`src/rtl/uart_pkg.sv`:
```
// Types and helpers shared by the UART transmitter and receiver.
package uart_pkg;

    typedef enum logic [1:0] {
        IDLE  = 2'd0,
        START = 2'd1,
        DATA  = 2'd2,
        STOP  = 2'd3
    } uart_state_t;

    localparam logic [2:0] LAST_DATA_BIT = 3'd7;

    // Clock cycles per bit; truncating division, so the line runs slightly fast.
    function automatic int unsigned bit_cyc(input int unsigned fclk, input int unsigned baud);
        return fclk / baud;
    endfunction

endpackage

```
`src/rtl/uart_tx.sv`:
```
// 8N1 UART transmitter, LSB first, with a one-byte holding register so the
// host can queue the next byte while the current frame is shifting out.
module uart_tx
    import uart_pkg::*;
#(
    parameter int unsigned FCLK = 50_000_000,
    parameter int unsigned BAUD = 115_200
) (
    input  logic       clk50m,
    input  logic       rst_n,
    input  logic [7:0] tx_data,
    input  logic       tx_valid,
    output logic       tx_ready,
    output logic       tx,
    output logic       tx_busy,
    output logic       tx_done
);

    localparam int unsigned   BIT_CYC  = bit_cyc(FCLK, BAUD);
    localparam int unsigned   CW       = $clog2(BIT_CYC);
    localparam logic [CW-1:0] CNT_LOAD = CW'(BIT_CYC - 1);
    localparam logic [CW-1:0] CNT_ONE  = CW'(1);
    localparam logic [CW-1:0] CNT_ZERO = CW'(0);

    uart_state_t state_q, state_d;
    logic [CW-1:0] cnt_q, cnt_d;
    logic [2:0]    bit_cnt_q, bit_cnt_d;
    logic [7:0]    shift_q, shift_d;
    logic [7:0]    hold_q, hold_d;
    logic          hold_full_q, hold_full_d;
    logic          tx_q, tx_d;
    logic          busy_q, busy_d;
    logic          done_q, done_d;
    logic          bit_end_s;
    logic          take_s;

    assign bit_end_s = (cnt_q == CNT_ZERO);

    // Next-state logic: FSM, width/bit counters, shift and holding registers.
    always_comb begin
        state_d     = state_q;
        cnt_d       = cnt_q;
        bit_cnt_d   = bit_cnt_q;
        shift_d     = shift_q;
        hold_d      = hold_q;
        hold_full_d = hold_full_q;
        take_s      = 1'b0;

        if (!bit_end_s) begin
            cnt_d = cnt_q - CNT_ONE;
        end else begin
            cnt_d = cnt_q;
        end

        case (state_q)
            IDLE: begin
                if (hold_full_q) begin
                    take_s  = 1'b1;
                    state_d = START;
                end else begin
                    state_d = IDLE;
                end
            end
            START: begin
                if (bit_end_s) begin
                    cnt_d   = CNT_LOAD;
                    state_d = DATA;
                end else begin
                    state_d = START;
                end
            end
            DATA: begin
                if (bit_end_s) begin
                    shift_d   = {1'b0, shift_q[7:1]};
                    bit_cnt_d = bit_cnt_q + 3'd1;
                    cnt_d     = CNT_LOAD;
                    if (bit_cnt_q == LAST_DATA_BIT) begin
                        state_d = STOP;
                    end else begin
                        state_d = DATA;
                    end
                end else begin
                    state_d = DATA;
                end
            end
            STOP: begin
                if (bit_end_s && hold_full_q) begin
                    // Chain straight into the next start bit: no idle gap.
                    take_s  = 1'b1;
                    state_d = START;
                end else if (bit_end_s) begin
                    state_d = IDLE;
                end else begin
                    state_d = STOP;
                end
            end
            default: begin
                state_d = IDLE;
            end
        endcase

        // While full the host sees tx_ready=0, so a take and an accept never coincide.
        if (take_s) begin
            shift_d     = hold_q;
            bit_cnt_d   = 3'd0;
            cnt_d       = CNT_LOAD;
            hold_full_d = 1'b0;
        end else if (tx_valid && !hold_full_q) begin
            hold_d      = tx_data;
            hold_full_d = 1'b1;
        end else begin
            hold_full_d = hold_full_q;
        end
    end

    // Output decode from the next state so tx, tx_busy and tx_done are all flops.
    always_comb begin
        tx_d   = 1'b1;
        busy_d = (state_d != IDLE);
        done_d = (state_q == STOP) && (cnt_q == CNT_ONE);
        case (state_d)
            IDLE:    tx_d = 1'b1;
            START:   tx_d = 1'b0;
            DATA:    tx_d = shift_d[0];
            STOP:    tx_d = 1'b1;
            default: tx_d = 1'b1;
        endcase
    end

    // State and datapath registers; reset forces the line idle at once.
    always_ff @(posedge clk50m or negedge rst_n) begin
        if (!rst_n) begin
            state_q     <= IDLE;
            cnt_q       <= CNT_ZERO;
            bit_cnt_q   <= 3'd0;
            shift_q     <= 8'h00;
            hold_q      <= 8'h00;
            hold_full_q <= 1'b0;
            tx_q        <= 1'b1;
            busy_q      <= 1'b0;
            done_q      <= 1'b0;
        end else begin
            state_q     <= state_d;
            cnt_q       <= cnt_d;
            bit_cnt_q   <= bit_cnt_d;
            shift_q     <= shift_d;
            hold_q      <= hold_d;
            hold_full_q <= hold_full_d;
            tx_q        <= tx_d;
            busy_q      <= busy_d;
            done_q      <= done_d;
        end
    end

    assign tx_ready = ~hold_full_q;
    assign tx       = tx_q;
    assign tx_busy  = busy_q;
    assign tx_done  = done_q;

endmodule

```
`config.mk`:
```
export PLATFORM = sky130hd
export DESIGN_NAME = uart_tx
export DESIGN_NICKNAME = d
export VERILOG_FILES = /design/src/rtl/uart_pkg.sv /design/src/rtl/uart_tx.sv
export SDC_FILE = /design/constraint.sdc
export NUM_CORES = 1
export LEC_CHECK = 0
export ABC_CLOCK_PERIOD_IN_PS = 7050
export BUFFER_PORTS_ARGS = -buffer_cell sky130_fd_sc_hd__buf_2
export CORE_MARGIN = 2
export CORE_UTILIZATION = 41
export CTS_BUF_LIST = sky130_fd_sc_hd__clkbuf_8 sky130_fd_sc_hd__clkbuf_16
export CTS_CLUSTER_DIAMETER = 100
export DETAILED_ROUTE_END_ITERATION = 10
export HOLD_SLACK_MARGIN = 0.15
export SLEW_MARGIN = 15
export SYNTH_ARGS = -nofsm -noshare
export SYNTH_HDL_FRONTEND = slang
export SYNTH_SLANG_ARGS = --single-unit
export TNS_END_PERCENT = 1
```
`constraint.sdc`:
```
create_clock -name clk50m -period 7.05 [get_ports clk50m]
set_input_delay 0.3525 -clock clk50m [delete_from_list [all_inputs] [get_ports clk50m]]
set_output_delay 0.3525 -clock clk50m [all_outputs]
set_load 0.005 [all_outputs]
```
; ---- After elaboration in Yosys (flattened, before gate mapping)
; Index checks and enable logic that the tools add are counted.
[classes]
mux = 23
eq_ne = 8
bitwise_logic = 2
reduce_logical = 15
addsub = 2
[op_table]
columns = operator, n
row1 = 9-bit two-way mux, 4
row2 = 8-bit two-way mux, 3
row3 = "9-bit by 1-bit equality test with 1-bit output, second input constant", 1
row4 = 9-bit zero test, 1
row5 = 3-bit two-way mux, 3
row6 = "9-bit by 1-bit subtractor with 9-bit output, second input constant", 1
row7 = "2-bit equality test, second input constant", 4
row8 = 2-bit two-way mux, 4
row9 = 2-bit case mux with 4 select lines, 1
row10 = 2-bit nonzero test, 4
row11 = 1-bit two-way mux, 6
row12 = "2-bit by 1-bit equality test with 1-bit output, second input constant", 2
row13 = 2-bit zero test, 2
row14 = 2-bit AND reduction, 2
row15 = 2-bit OR reduction, 2
row16 = "3-bit by 1-bit adder with 3-bit output, second input constant", 1
row17 = "3-bit equality test, second input constant", 1
row18 = 1-bit logical AND, 3
row19 = 1-bit case mux with 3 select lines, 1
row20 = 1-bit NOT, 2
row21 = 1-bit case mux with 2 select lines, 1
row22 = 1-bit zero test, 1
[word_totals]
ff_bits = 34
elab_cells = 60
out_inout_bits = 4
input_bits = 11

; ---- Logic depth before layout (Yosys ltp)
; Gate-level depths: netlist of the first run.
[logic_depth]
depth_word = 7
ltp_mapped = 12

; ---- Worst setup path after synthesis of the first run
; OpenSTA, ideal clock, no wires.
[synth_path]
kind = flip-flop to flip-flop
startpoint = register cnt_q[0]
endpoint = register tx_q (netlist: tx)
setup_slack_ns = 4.375
n_path_buf = 1
path_stages_with_launch = 13
setup_ns = 0.105
arrival_time_ns = 2.569
cell_sequence = dfrtp_1 > inv_1 > ha_1 > nor4b_4 > and2_0 > buf_2 > a21oi_1 > o32ai_1 > ha_1 > inv_1 > or3_1 > o32a_1 > o41ai_1
[synth_between]
elab_chain_cells = 7
elab_cells_between_ends = 18
classes_between = 3 x eq/ne / 11 x mux / 4 x reduce/logical
[synth_rtl]
columns = element, line_no
row1 = from (decl), uart_tx.sv:26  ; logic [CW-1:0] cnt_q, cnt_d;
row2 = from (signal assigned), uart_tx.sv:144  ; cnt_q <= cnt_d;
row3 = 9-bit zero test *, uart_tx.sv:37  ; assign bit_end_s = (cnt_q == CNT_ZERO);
row4 = 2-bit two-way mux / 1-bit logical AND (equally long branches), "uart_tx.sv:91, uart_tx.sv:87"
row5 = 2-bit two-way mux, uart_tx.sv:87  ; if (bit_end_s && hold_full_q) begin
row6 = 2-bit case mux with 4 select lines, uart_tx.sv:55  ; case (state_q)
row7 = 2-bit equality test / 2-bit zero test (equally long branches), uart_tx.sv:121  ; case (state_d)
row8 = 2-bit OR reduction (no line), n/a
row9 = 1-bit case mux with 3 select lines *, uart_tx.sv:121
row10 = net tx_d, uart_tx.sv:31  ; logic tx_q, tx_d;
row11 = to (signal assigned), uart_tx.sv:149  ; tx_q <= tx_d;
row12 = to (decl), uart_tx.sv:31
; The timed path passes the listed nets; every way through them passes the cells marked *. The select of a mux whose other input is x is not followed.
; A chain may end at the register's enable or synchronous reset.

; ---- Worst setup path in the final report of the first run
[layout_path]
startpoint = register cnt_q[1]
endpoint = register tx_q (netlist: tx)
; The elaborated chain is that of the path after synthesis.

==> out/results.txt, run 1 <==
outcome: complete, no violations
final slew viol count: 0
Avg WL per Cell: 13.88 µm
Core Area: 4294 µm²
first-pass GRT wire length: 5526 µm
ANT cells: 0
r2r setup slk: 3.88 ns
Seq pwr share: 47.9%
CTS-repair resized insts: 0
top post-synthesis cells by area: dfrtp_1 46%, ha_1 9.0%, mux2_2 8.1%
H-tree Lvls: 2
Num CTS Buffers: 5
Primary FF master, synth: dfrtp_1
P_sw: 0.0002402 W
final hold vios: 0
async set-reset flop share out of synthesis: 100.0%
number of remaining DRC errors: 0
Max Fclk: 0.3153 GHz
vias per std cell: 5.343
crit-path max FO: 10
DRT antenna net count: 0
PortBufs: 14
worst vdd rail ir drop: 0.0001718 V
RD Place Congestion: 0.7534
CTS tree: done
Max Cap Violations: 0
Pint: 0.0004558 W
CP max stage cell: and2_0
DPL Wire Length: 2331 µm
area of the die: 4963 µm²
CP peak stage delay: 0.49 ns
post-synth net total: 184
worst r2r src: cnt_q[1]
Clock Skew: 0.005739 ns
Worst Hold Class: in2async
Synth top cells by count: 33 x dfrtp_1, 13 x ha_1, 13 x inv_1, 13 x mux2_2, 13 x nand2_1
Area Overhead vs Synth: 10.92%
row count: 24
dpl ws: 3.905 ns
largest net degree at the start of global routing: 35
Leakage: 0.9223 nW
share of layout cells above drive strength 1: 25.28%
FF/Latch Area: 852.1 µm²
vias in the first global route: 1246
Post-synth EDFFs: 0
Die Wd: 70.45 µm
clock sink total: 34
multi-input logic area: 882.1 µm²
RSZ-0062 raised after global routing: no
synthesized area per cell: 11.32 µm²
cell taking the most area after synthesis: dfrtp_1
Layout Nets: 201
post-synthesis sequential area ratio: 47.06%
Fin Hold WS: 0.1213 ns
pwr dens: 346.6 nW/µm²
Fill cells: 415
TNS Setup: 0 ns
most common cell in the netlist: dfrtp_1
post-synth top area share: 45.61%
Reg clk slew, reported paths: 0.07 ns
R2R cell count: 11
Critical Path AT: 3.35 ns
worst slew pin tran: 0.8260 ns
Synth Instances: 160
crit end category: flop
total number of vias: 1229
total gr overflow: 0
1st-iter DRT viols: 52
R2R Path End: tx
Tcrit/Tclk final: 44.99%
Synth Register Bits: 34
Post-DP Area: 1918 µm²
IO Count: 15
Critical Path Source Type: flop
Initial Util: 42.16%
Setup Crit Path Kind: reg2reg
worst-path cell chain: inv_1, ha_1, nor4b_4, and2_0, a21oi_1, o32ai_1, ha_1, inv_1, or3_1, o32a_1, o41ai_1
GRT Resource Usage Total: 14.18%
root buf cell: clkbuf_8
WL final: 3192 µm
minimum clock period: 3.172 ns
design area: 2008 µm²
maximum buffer depth of the clock tree: 2
initial antenna violation count: 0
Clk pwr share: 20.4%
Worst-Skew Late Latency: 0.28 ns
switch share: 34.51%
synthesis warning total: 0
Hold-fix buffers, CTS: 0
Gate power share: 31.7%
Final WS setup: 3.878 ns
die extent in y: 70.45 µm
setup bufs post-CTS: 0
post-synthesis cell area: 1810 µm²
Final setup viols: 0
Core Util, Final: 46.77%
Cell variety after synth: 40
Rel. slew slack: 44.82%
WP data required: 7.23 ns
number of iterations in the first detailed-routing pass: 4
stage by stage:
stage / instances / total power (W)
after CTS: 230 / 0.0007066
after floorplan: 160 / 0.0005003
final: 230 / 0.0006959
after global placement: 222 / 0.0005484
after detailed placement: 222 / 0.0005600
after global routing: 230 / 0.0007510
worst max-delay path, delay by kind of cell (launching register included):
| kind | cells | cell delay [ns] |
|---|---|---|
| AOI/OAI and AO/OA | 4 | 0.89 |
| and+or+nand+nor | 3 | 1.23 |
| buffers and inverters | 2 | 0.16 |
| DFF | 1 | 0.41 |
| adders and majority gates | 2 | 0.39 |
area by class of cell:
type                       count  area share, %
multi-input combinational    109          43.93
clock inverter                 3          1.059
inverter                      13          2.430
sequential                    34          42.43
tap                           52          3.240
timing repair buffer          14          3.489
clock buffer                   5          3.427
routing by layer:
metal	part of all wire, %	global-route usage, %	vias to the layer above	wire, µm
li1	-	-	593	-
met2	52	24.11	20	1647
met5	0	0	-	0
met3	3.6	3.896	2	114
met4	0.53	4.915	0	17
met1	44	17.19	614	1413
cell families (layout without fill, tap and decap cells):
family | after synthesis | after routing | synth area share [%]
simple gates | 41 | 41 | 12.92
flops | 34 | 34 | 47.06
mux | 23 | 23 | 15.00
buf+inv | 17 | 35 | 4.215
compound gates | 28 | 28 | 9.884
fa+ha+maj | 13 | 13 | 8.984
xor+xnor | 4 | 4 | 1.935
sequential cells by signal (all words and copies together) (netlist names):
signal and flops:
hold_full_q 1, hold_q 8, state_q 2, tx_done 1, bit_cnt_q 3, cnt_q 9
shift_q 8, tx 1, tx_busy 1
power groups by stage:
stage	Sequential, W	Clock [W]	Combinational (W)
2_1_floorplan	0.000322	0	0.000179
3_3_place_gp	0.000333	0	0.000215
3_5_place_dp	0.000338	0	0.000222
4_1_cts	0.000334	0.000149	0.000224
5_1_grt	0.000344	0.000156	0.000251
6_report	0.000333	0.000142	0.000221
layout by cell type (no fill, tap or decap), types with 2 or more instances in the layout:
| master | count |
|---|---|
| clkbuf_8 | 5 |
| xnor2_1 | 3 |
| o21ai_0 | 6 |
| mux2i_1 | 5 |
| a21oi_1 | 10 |
| nor3_1 | 2 |
| nor2_1 | 9 |
| ha_1 | 13 |
| or3_1 | 3 |
| inv_1 | 13 |
| buf_2 | 14 |
| a211oi_1 | 2 |
| o32a_1 | 2 |
| dfrtp_1 | 33 |
| nand3_1 | 4 |
| mux2_2 | 13 |
| mux2_4 | 5 |
| nand2_1 | 13 |
how the worst max path moves through the flow:
stage | start | end | slack [ns] | cells after the start
after floorplan | cnt_q[0] | tx | 4.38 | 12
after global placement | cnt_q[0] | tx | 4.08 | 11
after detailed placement | cnt_q[1] | tx | 3.90 | 11
after CTS | cnt_q[1] | tx | 3.87 | 11
after global routing | cnt_q[1] | tx | 3.65 | 11
final | cnt_q[1] | tx | 3.88 | 11
Power figures use the tool's default switching activity.
==> run 2, diff against run 1 <==
ABC_AREA = 1   (was unset)
ABC_CLOCK_PERIOD_IN_PS = 3200   (was 7050)
clock period = 3.2 ns   (was 7.05 ns; I/O delays follow)
==> out/results.txt, run 2 <==
outcome: complete, no violations (unchanged)
Critical Path Source Type: flop (unchanged)
CTS-repair resized insts: 0 (unchanged)
worst-path cell chain: inv_1, ha_1, nand2_1, nor2_4, nand3_2, inv_2, nand2_1, nand3_1, nand2_1, nand2_1, inv_1, ha_1, a21oi_2 (was inv_1, ha_1, nor4b_4, and2_0, a21oi_1, o32ai_1, ha_1, inv_1, or3_1, o32a_1, o41ai_1)
area of the die: 4921 µm² (was 4963 µm²)
Tcrit/Tclk final: 64.31% (was 44.99%)
vias per std cell: 4.756 (was 5.343)
Synth Instances: 190 (was 160)
clock sink total: 34 (unchanged)
1st-iter DRT viols: 50 (was 52)
IO Count: 15 (unchanged)
Clock Skew: 0.006554 ns (was 0.005739 ns)
Worst Hold Class: in2reg (was in2async)
Core Area: 4294 µm² (unchanged)
Post-synth EDFFs: 0 (unchanged)
Area Overhead vs Synth: 17.57% (was 10.92%)
die extent in y: 70.15 µm (was 70.45 µm)
Final setup viols: 0 (unchanged)
CP peak stage delay: 0.40 ns (was 0.49 ns)
Num CTS Buffers: 5 (unchanged)
maximum buffer depth of the clock tree: 2 (unchanged)
Avg WL per Cell: 11.45 µm (was 13.88 µm)
ANT cells: 0 (unchanged)
Synth top cells by count: 36 x nand2_1, 33 x dfrtp_1, 23 x inv_1, 21 x nand3_1, 13 x ha_1 (was 33 x dfrtp_1, 13 x ha_1, 13 x inv_1, 13 x mux2_2, 13 x nand2_1)
FF/Latch Area: 852.1 µm² (unchanged)
async set-reset flop share out of synthesis: 100.0% (unchanged)
crit end category: flop (unchanged)
most frequent cells in the layout: 36 x nand2_1, 33 x dfrtp_1, 23 x inv_1, 21 x nand3_1, 14 x buf_2 (was 33 x dfrtp_1, 14 x buf_2)
top post-synthesis cells by area: dfrtp_1 46%, ha_1 9.1%, nand2_1 7.5% (was dfrtp_1 46%, ha_1 9.0%, mux2_2 8.1%)
CP most frequent cell: nand2_1
vias in the first global route: 1302 (was 1246)
Fill cells: 419 (was 415)
worst slew pin tran: 0.7513 ns (was 0.8260 ns)
synthesis warning total: 0 (unchanged)
post-synth top area share: 46.03% (was 45.61%)
biggest regs: cnt_q x9, hold_q x8, shift_q x8 (unchanged)
Worst-Skew Late Latency: 0.28 ns (about the same)
Initial Util: 41.78% (was 42.16%)
TNS Setup: 0 ns (unchanged)
RSZ-0062 raised after global routing: no (unchanged)
multi-input logic area: 804.5 µm² (was 882.1 µm²)
largest net degree at the start of global routing: 35 (unchanged)
pwr dens: 448.7 nW/µm² (was 346.6 nW/µm²)
Reg clk slew, reported paths: 0.07 ns (about the same)
Cell variety after synth: 27 (was 40)
Synth Register Bits: 34 (unchanged)
Leakage: 1.099 nW (was 0.9223 nW)
final hold vios: 0 (unchanged)
number of remaining DRC errors: 0 (unchanged)
Primary FF master, synth: dfrtp_1 (unchanged)
final slew viol count: 0 (unchanged)
synthesized area per cell: 9.443 µm² (was 11.32 µm²)
H-tree Lvls: 2 (unchanged)
max reg flops: 9 (unchanged)
Core Util, Final: 49.13% (was 46.77%)
post-synthesis sequential area ratio: 47.49% (was 47.06%)
cell taking the most area after synthesis: dfrtp_1 (unchanged)
most common cell in the netlist: nand2_1 (was dfrtp_1)
commonest non-fill, non-tap cell in the layout: nand2_1 (was dfrtp_1)
WP data required: 3.42 ns (was 7.23 ns)
crit-path max FO: 9 (was 10)
initial antenna violation count: 0 (unchanged)
Layout Nets: 242 (was 201)
row count: 24 (unchanged)
Die Wd: 70.15 µm (was 70.45 µm)
Max Cap Violations: 0 (unchanged)
WL final: 3092 µm (was 3192 µm)
worst vdd rail ir drop: 0.0002905 V (was 0.0001718 V)
total gr overflow: 0 (unchanged)
post-synth net total: 214 (was 184)
Max Fclk: 0.4859 GHz (was 0.3153 GHz)
Rel. slew slack: 49.92% (was 44.82%)
CP top delay family: simple AND/OR/NAND/NOR gates (unchanged)
largest register by flop count: cnt_q (unchanged)
CP max stage cell: dfrtp_1 (was and2_0)
Setup Crit Path Kind: reg2reg (unchanged)
number of iterations in the first detailed-routing pass: 4 (unchanged)
post-synthesis cell area: 1794 µm² (was 1810 µm²)
RD Place Congestion: 0.7593 (was 0.7534)
DRT antenna net count: 0 (unchanged)
DPL Wire Length: 2199 µm (was 2331 µm)
PortBufs: 14 (unchanged)
root buf cell: clkbuf_8 (unchanged)
Critical Path AT: 2.27 ns (was 3.35 ns)
share of layout cells above drive strength 1: 23.85% (was 25.28%)
first-pass GRT wire length: 5809 µm (was 5526 µm)
GRT Resource Usage Total: 14.85% (was 14.18%)
minimum clock period: 2.058 ns (was 3.172 ns)
CTS tree: done (unchanged)
total number of vias: 1284 (was 1229)
Crit path buffers/inverters: 3 (was 2)
## run 2: cell types whose count changed after synthesis, moves of 5 or more
cell     previous run  this run
a21oi_1            10         4
inv_1              13        23
inv_2               0         6
mux2_2             13         7
mux2_4              5         0
mux2i_1             5         0
nand2_1            13        36
nand3_1             4        21
## run 2: cell type report
cell class / count / area share (%)
tap: 52 / 3.084
sequential: 34 / 40.39
clock buffer: 6 / 3.915
inverter: 30 / 5.457
multi-input combinational: 124 / 38.14
clock inverter: 1 / 1.423
timing repair buffer: 23 / 7.592
## run 2: what timing repair did
action / 4_1_cts / 5_1_grt
setup buffers: 0 / 0
hold buffers: 9 / 0
hold endpoints to repair: 41 / 0
## run 2: worst paths after layout
| kind | start | cells after the start | slack [ns] | endpoint |
|---|---|---|---|---|
| worst max-delay path | cnt_q[0] | 13 | 1.14 | tx |
| worst min-delay path | tx_valid | 3 | 0.39 | hold_full_q |
| worst max register to register | cnt_q[0] | 13 | 1.14 | tx |
| worst min register to register | hold_q[7] | 2 | 0.47 | shift_q[7] |
| max in group asynchronous | rst_n | 2 | 2.23 | state_q[1] |
| min in group asynchronous | rst_n | 2 | 0.48 | cnt_q[5] |
## run 2: where the power goes
part           internal (W)  switching (W)  leakage [nW]  total (W)
Sequential         0.000467      0.0000164         0.417   0.000484
Clock              0.000249       0.000150        0.0573   0.000400
Combinational     0.0000386      0.0000248         0.625  0.0000634
Total              0.000755       0.000192          1.10   0.000947
## run 2: logic make-up after synthesis
kind of cell             count (synthesis)  share of synthesized area [%]
AO/OA/AOI/OAI                           15                          5.858
XOR/XNOR                                 5                          2.441
adder cells (fa/ha/maj)                 13                          9.066
buffers and inverters                   32                          7.671
flip-flops                              34                          47.49
multiplexers                             7                          4.394
AND/OR/NAND/NOR                         84                          23.08
## run 2: layer usage
metal  GRT usage, %  part of all wire (%)  wire length [µm]  vias up
met2          23.17                    46              1417       21
li1               -                     -                 -      659
met3          4.329                   3.6               110        5
met1          19.80                    49              1511      599
met5              0                     0                 0        -
met4          5.128                   1.7                52        0
## run 2: worst min-delay path: cells and delay by family
| kind | cells | cell delay (ns) |
|---|---|---|
| and+or+nand+nor | 1 | 0.23 |
| buffers and inverters | 1 | 0.07 |
| AOI/OAI and AO/OA | 1 | 0.16 |
## run 2: stage by stage
stage / setup WS (ns) / cells / instance area, µm² / power, W / hold WS, ns
after CTS: 1.120 / 270 / 2110 / 0.0009619 / 0.3949
after global routing: 0.9353 / 270 / 2110 / 0.0009890 / 0.4713
after floorplan: 1.340 / 190 / 1794 / 0.0005241 / -0.1356
final: 1.142 / 270 / 2110 / 0.0009466 / 0.3876
after detailed placement: 1.163 / 254 / 1907 / 0.0005495 / 0.2770
after global placement: 1.229 / 254 / 1907 / 0.0005448 / 0.2728
